$ cat src/rtl/prog_loader_if.sv
// Stream handshake carrying program words into the loader.
// The source drives the master modport; the loader consumes the slave modport.
interface prog_loader_if #(
  parameter int DATA_W = 16
);
  logic              in_valid;
  logic [DATA_W-1:0] in_data;
  logic              in_last;
  logic              in_ready;

  modport master (output in_valid, output in_data, output in_last, input in_ready);
  modport slave  (input in_valid, input in_data, input in_last, output in_ready);
endinterface

$ cat src/rtl/prog_loader.sv
// Boot-time program loader. It sits in front of the CPU program RAM, writes a
// streamed program from address 0 upward, and holds the CPU in reset until the
// load has finished.
// Optional feature: define PROG_LOADER_CHECKSUM_EN to get a running 16-bit
// modular sum of the written words on o_checksum. When it is undefined the
// port is tied to 0.
module prog_loader #(
  parameter int ADDR_W     = 8,
  parameter int DATA_W     = 16,
  parameter int LOAD_DEPTH = 256
) (
  input  logic              clk,
  input  logic              rst,
  input  logic              i_start,
  prog_loader_if.slave      in_bus,
  output logic              o_mem_we,
  output logic [ADDR_W-1:0] o_mem_addr,
  output logic [DATA_W-1:0] o_mem_d,
  output logic              o_cpu_hold,
  output logic              o_busy,
  output logic              o_done,
  output logic [ADDR_W:0]   o_word_count,
  output logic              o_err_overflow,
  output logic [DATA_W-1:0] o_checksum
);

  localparam logic [1:0] ST_IDLE  = 2'd0;
  localparam logic [1:0] ST_LOAD  = 2'd1;
  localparam logic [1:0] ST_DRAIN = 2'd2;
  localparam logic [1:0] ST_DONE  = 2'd3;

  // Count value that marks the final word slot of a load.
  localparam logic [ADDR_W:0] LAST_IDX = (ADDR_W+1)'(LOAD_DEPTH - 1);

  logic [1:0]        r_state;
  logic [ADDR_W:0]   r_count;
  logic              r_err;
  logic              r_we;
  logic [ADDR_W-1:0] r_addr;
  logic [DATA_W-1:0] r_d;
  logic              r_done;
  logic              r_hold;

  logic w_in_load;
  logic w_ready;
  logic w_beat;
  logic w_write;
  logic w_full;

  // The write pointer is the word count itself, so no separate pointer register
  // is kept. Overflow is detected while the final slot is being filled, so the
  // count never needs to pass LOAD_DEPTH.
  assign w_in_load = (r_state == ST_LOAD);
  assign w_ready   = w_in_load || (r_state == ST_DRAIN);
  assign w_beat    = in_bus.in_valid && w_ready;
  assign w_write   = w_beat && w_in_load;
  assign w_full    = (r_count == LAST_IDX);

  assign in_bus.in_ready = w_ready;
  assign o_busy          = w_ready;
  assign o_mem_we        = r_we;
  assign o_mem_addr      = r_addr;
  assign o_mem_d         = r_d;
  assign o_done          = r_done;
  assign o_cpu_hold      = r_hold;
  assign o_word_count    = r_count;
  assign o_err_overflow  = r_err;

  // Load sequencing: state, word count and the sticky overflow flag.
  always_ff @(posedge clk or negedge rst) begin
    if (!rst) begin
      r_state <= ST_IDLE;
      r_count <= '0;
      r_err   <= 1'b0;
    end else begin
      case (r_state)
        ST_IDLE, ST_DONE: begin
          if (i_start) begin
            r_state <= ST_LOAD;
            r_count <= '0;
            r_err   <= 1'b0;
          end
        end
        ST_LOAD: begin
          if (w_beat) begin
            r_count <= r_count + 1'b1;
            if (in_bus.in_last) begin
              r_state <= ST_DONE;
            end else if (w_full) begin
              r_state <= ST_DRAIN;
              r_err   <= 1'b1;
            end
          end
        end
        ST_DRAIN: begin
          if (w_beat && in_bus.in_last) begin
            r_state <= ST_DONE;
          end
        end
        default: r_state <= ST_IDLE;
      endcase
    end
  end

  // RAM write port: each accepted word is written one cycle after its beat.
  always_ff @(posedge clk or negedge rst) begin
    if (!rst) begin
      r_we   <= 1'b0;
      r_addr <= '0;
      r_d    <= '0;
    end else begin
      r_we <= w_write;
      if (w_write) begin
        r_addr <= r_count[ADDR_W-1:0];
        r_d    <= in_bus.in_data;
      end
    end
  end

  // CPU release: done/hold change one cycle after entering DONE, so the CPU
  // leaves reset only after the final RAM write has landed. A start in DONE
  // re-holds the CPU on the very next cycle, before any new write.
  always_ff @(posedge clk or negedge rst) begin
    if (!rst) begin
      r_done <= 1'b0;
      r_hold <= 1'b1;
    end else begin
      r_done <= (r_state == ST_DONE) && !i_start;
      r_hold <= !((r_state == ST_DONE) && !i_start);
    end
  end

`ifdef PROG_LOADER_CHECKSUM_EN
  logic [DATA_W-1:0] r_sum;

  // Running modular sum of written words; discarded DRAIN words are excluded.
  always_ff @(posedge clk or negedge rst) begin
    if (!rst) begin
      r_sum <= '0;
    end else if (i_start && ((r_state == ST_IDLE) || (r_state == ST_DONE))) begin
      r_sum <= '0;
    end else if (w_write) begin
      r_sum <= r_sum + in_bus.in_data;
    end
  end

  assign o_checksum = r_sum;
`else
  assign o_checksum = '0;
`endif

endmodule

$ cat src/flat_wrapper.sv
// flat-port wrapper written by rule: the top's interface ports become plain ports
module prog_loader_flat 
#(
  parameter int ADDR_W     = 8,
  parameter int DATA_W     = 16,
  parameter int LOAD_DEPTH = 256
)
  (clk, rst, i_start, o_mem_we, o_mem_addr, o_mem_d, o_cpu_hold, o_busy, o_done, o_word_count, o_err_overflow, o_checksum, in_bus_in_valid, in_bus_in_data, in_bus_in_last, in_bus_in_ready);
  prog_loader_if #(.DATA_W(DATA_W)) in_bus_i ();
  input  logic clk;
  input  logic rst;
  input  logic i_start;
  output logic o_mem_we;
  output logic [ADDR_W-1:0] o_mem_addr;
  output logic [DATA_W-1:0] o_mem_d;
  output logic o_cpu_hold;
  output logic o_busy;
  output logic o_done;
  output logic [ADDR_W:0] o_word_count;
  output logic o_err_overflow;
  output logic [DATA_W-1:0] o_checksum;
  input wire logic [$bits(in_bus_i.in_valid)-1:0] in_bus_in_valid;
  input wire logic [$bits(in_bus_i.in_data)-1:0] in_bus_in_data;
  input wire logic [$bits(in_bus_i.in_last)-1:0] in_bus_in_last;
  output wire logic [$bits(in_bus_i.in_ready)-1:0] in_bus_in_ready;
  assign in_bus_i.in_valid = in_bus_in_valid;
  assign in_bus_i.in_data = in_bus_in_data;
  assign in_bus_i.in_last = in_bus_in_last;
  assign in_bus_in_ready = in_bus_i.in_ready;
  prog_loader #(.ADDR_W(ADDR_W), .DATA_W(DATA_W), .LOAD_DEPTH(LOAD_DEPTH)) u_core (.clk(clk), .rst(rst), .i_start(i_start), .in_bus(in_bus_i), .o_mem_we(o_mem_we), .o_mem_addr(o_mem_addr), .o_mem_d(o_mem_d), .o_cpu_hold(o_cpu_hold), .o_busy(o_busy), .o_done(o_done), .o_word_count(o_word_count), .o_err_overflow(o_err_overflow), .o_checksum(o_checksum));
endmodule
$ cat config.mk
export PLATFORM = sky130hd
export DESIGN_NAME = prog_loader_flat
export DESIGN_NICKNAME = d
export VERILOG_FILES = /design/src/rtl/prog_loader_if.sv /design/src/rtl/prog_loader.sv /design/src/flat_wrapper.sv
export SDC_FILE = /design/constraint.sdc
export NUM_CORES = 1
export LEC_CHECK = 0
export BUFFER_PORTS_ARGS = -buffer_cell sky130_fd_sc_hd__buf_4
export CELL_PAD_IN_SITES_DETAIL_PLACEMENT = 0
export CELL_PAD_IN_SITES_GLOBAL_PLACEMENT = 1
export CORE_AREA = 2 2 77 79
export DETAILED_ROUTE_END_ITERATION = 10
export DIE_AREA = 0 0 79 81
export GPL_ROUTABILITY_DRIVEN = 0
export PLACE_DENSITY_LB_ADDON = 0.1
export RECOVER_POWER = 50
export REMOVE_ABC_BUFFERS = 1
export SLEW_MARGIN = 30
export SYNTH_ARGS = -nofsm -noshare
export SYNTH_HDL_FRONTEND = slang
export SYNTH_SLANG_ARGS = --single-unit
$ cat constraint.sdc
create_clock -name clk -period 2.4 [get_ports clk]
set_input_delay 0.24 -clock clk [delete_from_list [all_inputs] [get_ports clk]]
set_output_delay 0.24 -clock clk [all_outputs]
set_load 0.005 [all_outputs]
==> flow_metrics.py, run 1 <==
metrics = {
    "status": {
        "outcome": "completed",
    },
    "layout": {
        "drive_gt1_share_pct": 29.39,
        "final_nets": 287,
        "diodes": 0,
        "area_growth_pct": 27.47,
    },
    "drt": {
        "via_per_inst": 4.243,
        "ant_nets": 0,
        "wl_per_cell_um": 12.25,
        "firstDrtPassIters": 4,
        "wirelength_um": 4129,
        "vias": 1430,
        "drtIter0Drc": 40,
        "drc": 0,
    },
    "synthesis": {
        "synth_area_leaders": "dfrtp_1 50%, nand2_1 16%, buf_4 7.5%",
        "seq_area_frac_synth_pct": 51.45,
        "synth_edf_count": 0,
        "yosysMostFrequentCell": "nand2_1",
        "yosysTopAreaCellShare_pct": 50.07,
        "synth.largest_area_cell": "dfrtp_1",
        "synth_cell_types": 40,
        "syn_area_um2": 1899,
        "ys.warnings.count": 0,
        "synthTopCellsByCount": "80 x nand2_1, 38 x dfrtp_1, 19 x buf_4, 8 x inv_1",
        "syn_inst": 200,
        "ys.flop_type": "dfrtp_1",
        "ys_seq_elements": 39,
        "async_flop_share_pct": 100.0,
        "syn_avg_cell_area_um2": 9.497,
    },
    "sta": {
        "fin_tns_setup_ps": 0,
        "fmax_mhz": 466.5,
        "finalHoldViolations": 0,
        "holdWs_ps": 133.6,
        "timing.slew.headroom_pct": 33.84,
        "rsz0062_at_grt": "no",
        "worst_pin_slew_ps": 992.4,
        "min_period_ps": 2144,
        "timing.final.crit_share_pct": 89.32,
        "fin_worst_skew_ps": 4.365,
        "report.final.slew_viol_count": 0,
        "setup_violations": 0,
    },
    "global_route": {
        "antenna_found_initial": 0,
        "gr-usage-all-layers_pct": 13.90,
        "top_usage_layer": "met2",
        "met1_usage_pct": 19.27,
        "grt_start_max_net_pins": 40,
        "use_met3_pct": 4.222,
        "grt_util_met2_pct": 20.59,
        "grt_pass1_wl_um": 6865,
        "grt_pass1_vias": 1378,
        "grt-ovfl-total": 0,
    },
    "place": {
        "hpwl_um": 2849,
        "numPortBuffers": 59,
    },
    "clock_tree": {
        "cts_inserted_buffers": 5,
        "cts_setup_buffers": 0,
        "htree_levels": 2,
        "cts_tree": "done",
        "cts-root-buf": "clkbuf_8",
        "clock_latency_ps": 290,
        "cts_buffer_depth": 2,
        "clk_pin_slew_ps": 70,
        "cts_sinks": 39,
    },
    "die": {
        "die-width_um": 79,
        "chipHeight_um": 81,
        "rows": 28,
        "core-area_um2": 5675,
        "dieArea_um2": 6399,
        "initial_core_util_pct": 33.47,
        "pin_count": 76,
    },
    "critical_path": {
        "critPathLaunch": "u_core.o_word_count[0]$_DFFE_PN0P_",
        "critical-path-top-delay-family": "simple AND/OR/NAND/NOR gates",
        "cp_max_fo": 6,
        "arrival_ps": 2360,
        "worstSetupStartpointType": "register",
        "path_cells": "ha_1, and3_4, and3_4, and3_1, ha_1, nor2b_1, o211a_1, nor2_1, a2bb2oi_1",
        "setup.worst_path.end_class": "register",
        "cp_num_buf_inv": 0,
        "required_ps": 2610,
        "worstSetupPathType": "reg -> reg",
        "max_stage_delay_ps": 430,
        "r2r_start": "u_core.o_word_count[0]$_DFFE_PN0P_",
        "slowest_stage": "dfrtp_1",
    },
    "pwr": {
        "peakVddDrop_v": 0.0003826,
        "static-leakage-power_uw": 0.001334,
        "power_density_nw_per_um2": 1045,
    },
    "run": {
        "drv_cap": 0,
    },
    "hold_path": {
        "holdCritStartpoint": "in_bus_in_data[6]",
        "min_path_type": "in -> reg",
    },
}
kinds of logic after synthesis:
logic type | count (synthesis) | synth area share [%]
AND/OR/NAND/NOR | 101 | 24.70
flip-flops | 39 | 51.45
buffers and inverters | 33 | 12.12
AO/OA/AOI/OAI | 19 | 7.181
adder cells (fa/ha/maj) | 5 | 3.294
multiplexers | 2 | 1.054
other | 1 | 0.1974
state kept, by name (all words and copies together), names as in the netlist:
signal	cells
u_core.o_cpu_hold	1
u_core.o_done	1
u_core.o_err_overflow	1
u_core.o_mem_addr	8
u_core.o_mem_d	16
u_core.o_mem_we	1
u_core.o_word_count	9
u_core.r_state	2
cell usage in the layout (no fill, tap or decap), drive strengths merged:
master       synthesis  routed
nand4b               1       1
dfrtp               38      38
nor3b                1       1
nand2               80      80
o2bb2ai              1       1
dfstp                1       1
buf                 23      44
mux2i                2       2
a21oi                2       2
nand2b               1       1
and3                 3       3
ha                   5       5
clkbuf               1      26
and3b                1       1
dlygate4sd3          0       1
a22o                 2       2
o21ai                6       6
nor4b                1       1
conb                 1      16
inv                  9       9
o41ai                1       1
nor3                 1       1
nor2                 6       6
nor4                 1       1
o211a                1       1
a211o                1       1
nand3                2       2
nand3b               1       1
nor2b                1       1
o22ai                1       1
a31oi                2       2
a2bb2oi              1       1
o211ai               1       1
or2                  1       1
per-stage QoR:
stage          power (uW)  cell area, um^2  setup slack, ps  util (%)  std cells
6_report             2531             2421            256.2     42.66        337
5_1_grt              2776             2421            107.7     42.66        337
4_1_cts              2595             2431            253.4     42.84        337
3_5_place_dp         2100             2321            269.3     40.90        328
3_3_place_gp         2103             2321            307.3     40.90        328
2_1_floorplan        1541             1762            386.9         -        191
repair_timing:
item / 4_1_cts / 5_1_grt
hold buffers: 1 / 0
hold endpoints to repair: 38 / 0
resized for setup: 0 / 0
where the power goes:
| part | leakage [uW] | internal, uW | switching [uW] |
|---|---|---|---|
| registers | 0.000507 | 874 | 131 |
| logic | 0.000776 | 500 | 543 |
| clock network | 0.0000515 | 262 | 221 |
path summary, 6_finish.rpt:
check | to | slack, ps | cells after the start
setup / recovery | u_core.r_state[0]$_DFFE_PN0P_ | 260 | 9
hold / removal | u_core.o_mem_d[6]$_DFFE_PN0P_ | 130 | 3
setup reg to reg | u_core.r_state[0]$_DFFE_PN0P_ | 260 | 9
hold reg to reg | u_core.o_mem_d[1]$_DFFE_PN0P_ | 480 | 2
max in group asynchronous | u_core.o_mem_addr[0]$_DFFE_PN0P_ | 1150 | 2
min in group asynchronous | u_core.o_mem_d[6]$_DFFE_PN0P_ | 640 | 2
layout make-up:
type | instances | area [um^2]
repair buffers | 63 | 465.4
well taps | 75 | 93.84
multi-input cells | 143 | 748.2
flip-flops and latches | 39 | 977.2
inverters | 9 | 36.28
clock buffers | 8 | 100.1
fillers | 600 | 3254
per-layer routing:
| metal | routed length, um | up-vias |
|---|---|---|
| met5 | 0 | - |
| li1 | - | 727 |
| met4 | 57 | 0 |
| met1 | 1919 | 646 |
| met3 | 291 | 6 |
| met2 | 1860 | 51 |
worst min-delay path, delay by kind of cell:
kind          cells  cell delay, ps
simple gates      2              80
buf+inv           1              80
Power figures use the tool's default switching activity.
==> run 2: changes to the inputs <==
--- a/config.mk
+++ b/config.mk
@@ -12,7 +12,7 @@
 export DETAILED_ROUTE_END_ITERATION = 10
 export DIE_AREA = 0 0 79 81
 export GPL_ROUTABILITY_DRIVEN = 0
-export PLACE_DENSITY_LB_ADDON = 0.1
+export PLACE_DENSITY_LB_ADDON = 0.08
 export RECOVER_POWER = 50
 export REMOVE_ABC_BUFFERS = 1
 export SLEW_MARGIN = 30
==> run 2 against run 1 <==
Against the previous run: utilization is 0.29 points lower; cell area is 0.67% lower; count of clock-buffer cells in the layout shrank 2; combinational power about the same; first-iteration DRC count shrank 30%; critical path depth stayed put; largest cell class unchanged.
==> flow_metrics.py, run 2 (synthesis gave the netlist of run 1 again) <==
metrics = {
    "critical_path": {
        "rr_endpoint": "u_core.r_state[0]$_DFFE_PN0P_",
        "cp_num_buf_inv": 0,
        "critical-path-top-delay-family": "simple AND/OR/NAND/NOR gates",
        "required_ps": 2610,
        "r2r_start": "u_core.o_word_count[0]$_DFFE_PN0P_",
        "worstSetupPathType": "reg -> reg",
        "max_stage_delay_ps": 430,
        "worstSetupStartpointType": "register",
        "slowest_stage": "dfrtp_1",
        "ff2ff_path_depth": 9,
        "path_cells": "ha_1, and3_4, and3_4, and3_1, ha_1, nor2b_1, o211a_1, nor2_1, a2bb2oi_1",
        "arrival_ps": 2330,
        "cp_max_fo": 6,
        "critPathLaunch": "u_core.o_word_count[0]$_DFFE_PN0P_",
        "crit_cells": 9,
        "worstSetupEndpoint": "u_core.r_state[0]$_DFFE_PN0P_",
        "setup.worst_path.end_class": "register",
        "r2r_slack_ps": 270,
    },
    "pwr": {
        "static-leakage-power_uw": 0.001326,
        "finalPower_uw": 2483,
        "p_switching_uw": 882.2,
        "internal_power_uw": 1600,
        "clkPwrFrac_pct": 17.8,
        "power_density_nw_per_um2": 1032,
        "switching_share_pct": 35.54,
        "peakVddDrop_v": 0.0003118,
        "p_seq_share_pct": 40.5,
        "combPwrFrac_pct": 41.8,
    },
    "drt": {
        "ant_nets": 0,
        "firstDrtPassIters": 4,
        "drtIter0Drc": 28,
        "wl_per_cell_um": 11.74,
        "via_per_inst": 4.199,
        "wirelength_um": 3943,
        "drc": 0,
        "vias": 1411,
    },
    "clock_tree": {
        "cts-root-buf": "clkbuf_8",
        "cts_tree": "done",
        "cts-resized-gates": 0,
        "cts_buffer_depth": 2,
        "cts_inserted_buffers": 5,
        "cts_setup_buffers": 0,
        "clock_latency_ps": 280,
        "clk_pin_slew_ps": 80,
        "htree_levels": 2,
        "cts_sinks": 39,
    },
    "sta": {
        "min_period_ps": 2126,
        "report.final.slew_viol_count": 0,
        "fmax_mhz": 470.5,
        "finalHoldViolations": 0,
        "worst_pin_slew_ps": 973.0,
        "setup_violations": 0,
        "rsz0062_at_grt": "no",
        "fin_tns_setup_ps": 0,
        "timing.slew.headroom_pct": 35.13,
        "holdWs_ps": 145.0,
        "fin_worst_skew_ps": 5.782,
        "timing.final.crit_share_pct": 88.56,
    },
    "place": {
        "hpwl_um": 2843,
        "numPortBuffers": 59,
    },
    "layout": {
        "register_area_um2": 977.2,
        "final_nets": 287,
        "multiInputGateArea_um2": 748.2,
        "nFillCells": 606,
        "layout_common_cells": "80 x nand2_1, 44 x buf_4, 38 x dfrtp_1",
        "area_growth_pct": 26.61,
        "drive_gt1_share_pct": 29.12,
        "layout_commonest_cell": "nand2_1",
        "largest_reg_flops": 16,
        "diodes": 0,
    },
    "run": {
        "drv_cap": 0,
    },
    "die": {
        "initial_core_util_pct": 33.47,
        "pin_count": 76,
        "chipHeight_um": 81,
        "dieArea_um2": 6399,
        "rows": 28,
        "core-area_um2": 5675,
        "die-width_um": 79,
    },
    "global_route": {
        "gr-usage-all-layers_pct": 12.71,
        "antenna_found_initial": 0,
        "grt_pass1_wl_um": 6320,
        "grt_start_max_net_pins": 40,
        "grt_pass1_vias": 1302,
        "grt-ovfl-total": 0,
    },
    "status": {
        "outcome": "completed",
    },
    "hold_path": {
        "min_path_type": "in -> reg",
    },
}
## run 2: cell count changes in the layout (fill, tap and decap cells not counted)
cell | before | now
clkinv_2 | 0 | 1
clkbuf_4 | 15 | 14
clkbuf_8 | 7 | 6
## run 2: through the flow
step	util [%]	area, um^2	instances	setup WS [ps]
6_report	42.37	2405	336	274.5
5_1_grt	42.37	2405	336	105.4
4_1_cts	42.61	2419	336	255.8
3_5_place_dp	40.90	2321	328	278.8
3_3_place_gp	40.90	2321	328	314.1
2_1_floorplan	-	1762	191	386.9
## run 2: how the worst min path moves through the flow
stage          depth (start not counted)                             to               from  slack [ps]
5_1_grt                                3  u_core.o_mem_d[8]$_DFFE_PN0P_  in_bus_in_data[8]         130
2_1_floorplan                          0        u_core.o_done$_DFF_PN0_                rst         -60
4_1_cts                                3  u_core.o_mem_d[4]$_DFFE_PN0P_  in_bus_in_data[4]         130
3_5_place_dp                           1  u_core.o_mem_d[0]$_DFFE_PN0P_                rst         260
3_3_place_gp                           1  u_core.o_mem_d[0]$_DFFE_PN0P_                rst         250
6_report                               3  u_core.o_mem_d[4]$_DFFE_PN0P_  in_bus_in_data[4]         150
## run 2: worst reg2reg max path: cells and delay by family, from the launching register on
family,cells,cell delay (ps)
and+or+nand+nor,5,800
adders and majority gates,2,430
DFF,1,430
AOI/OAI and AO/OA,2,390
## run 2: layout make-up
cell class / count / share of cell area, %
Inverter: 9 / 1.509
Clock buffer: 6 / 3.434
Clock inverter: 1 / 0.2081
Tap cell: 75 / 3.902
Multi-Input combinational cell: 143 / 31.11
Sequential cell: 39 / 40.63
Timing Repair Buffer: 63 / 19.20
## run 2: layer usage
layer  global-route usage (%)  vias to the layer above  wire (um)
li1                         -                      729          -
met3                    3.778                        2        262
met5                        0                        -          0
met1                    17.30                      635       1976
met4                    4.138                        0         23
met2                    19.49                       45       1680
## run 2: what timing repair did
| action | 4_1_cts | 5_1_grt |
|---|---|---|
| hold buffers | 1 | 0 |
| endpoints found under the hold margin | 38 | 0 |
| endpoints found under the setup margin | 0 | 0 |
## run 2: power by group through the flow
stage | Clock (uW) | Combinational [uW] | Sequential, uW
floorplan | 0 | 513 | 1030
global placement | 0 | 1080 | 1020
global route | 501 | 1170 | 1040
detailed placement | 0 | 1080 | 1020
CTS | 465 | 1080 | 1010
finish | 441 | 1040 | 1000
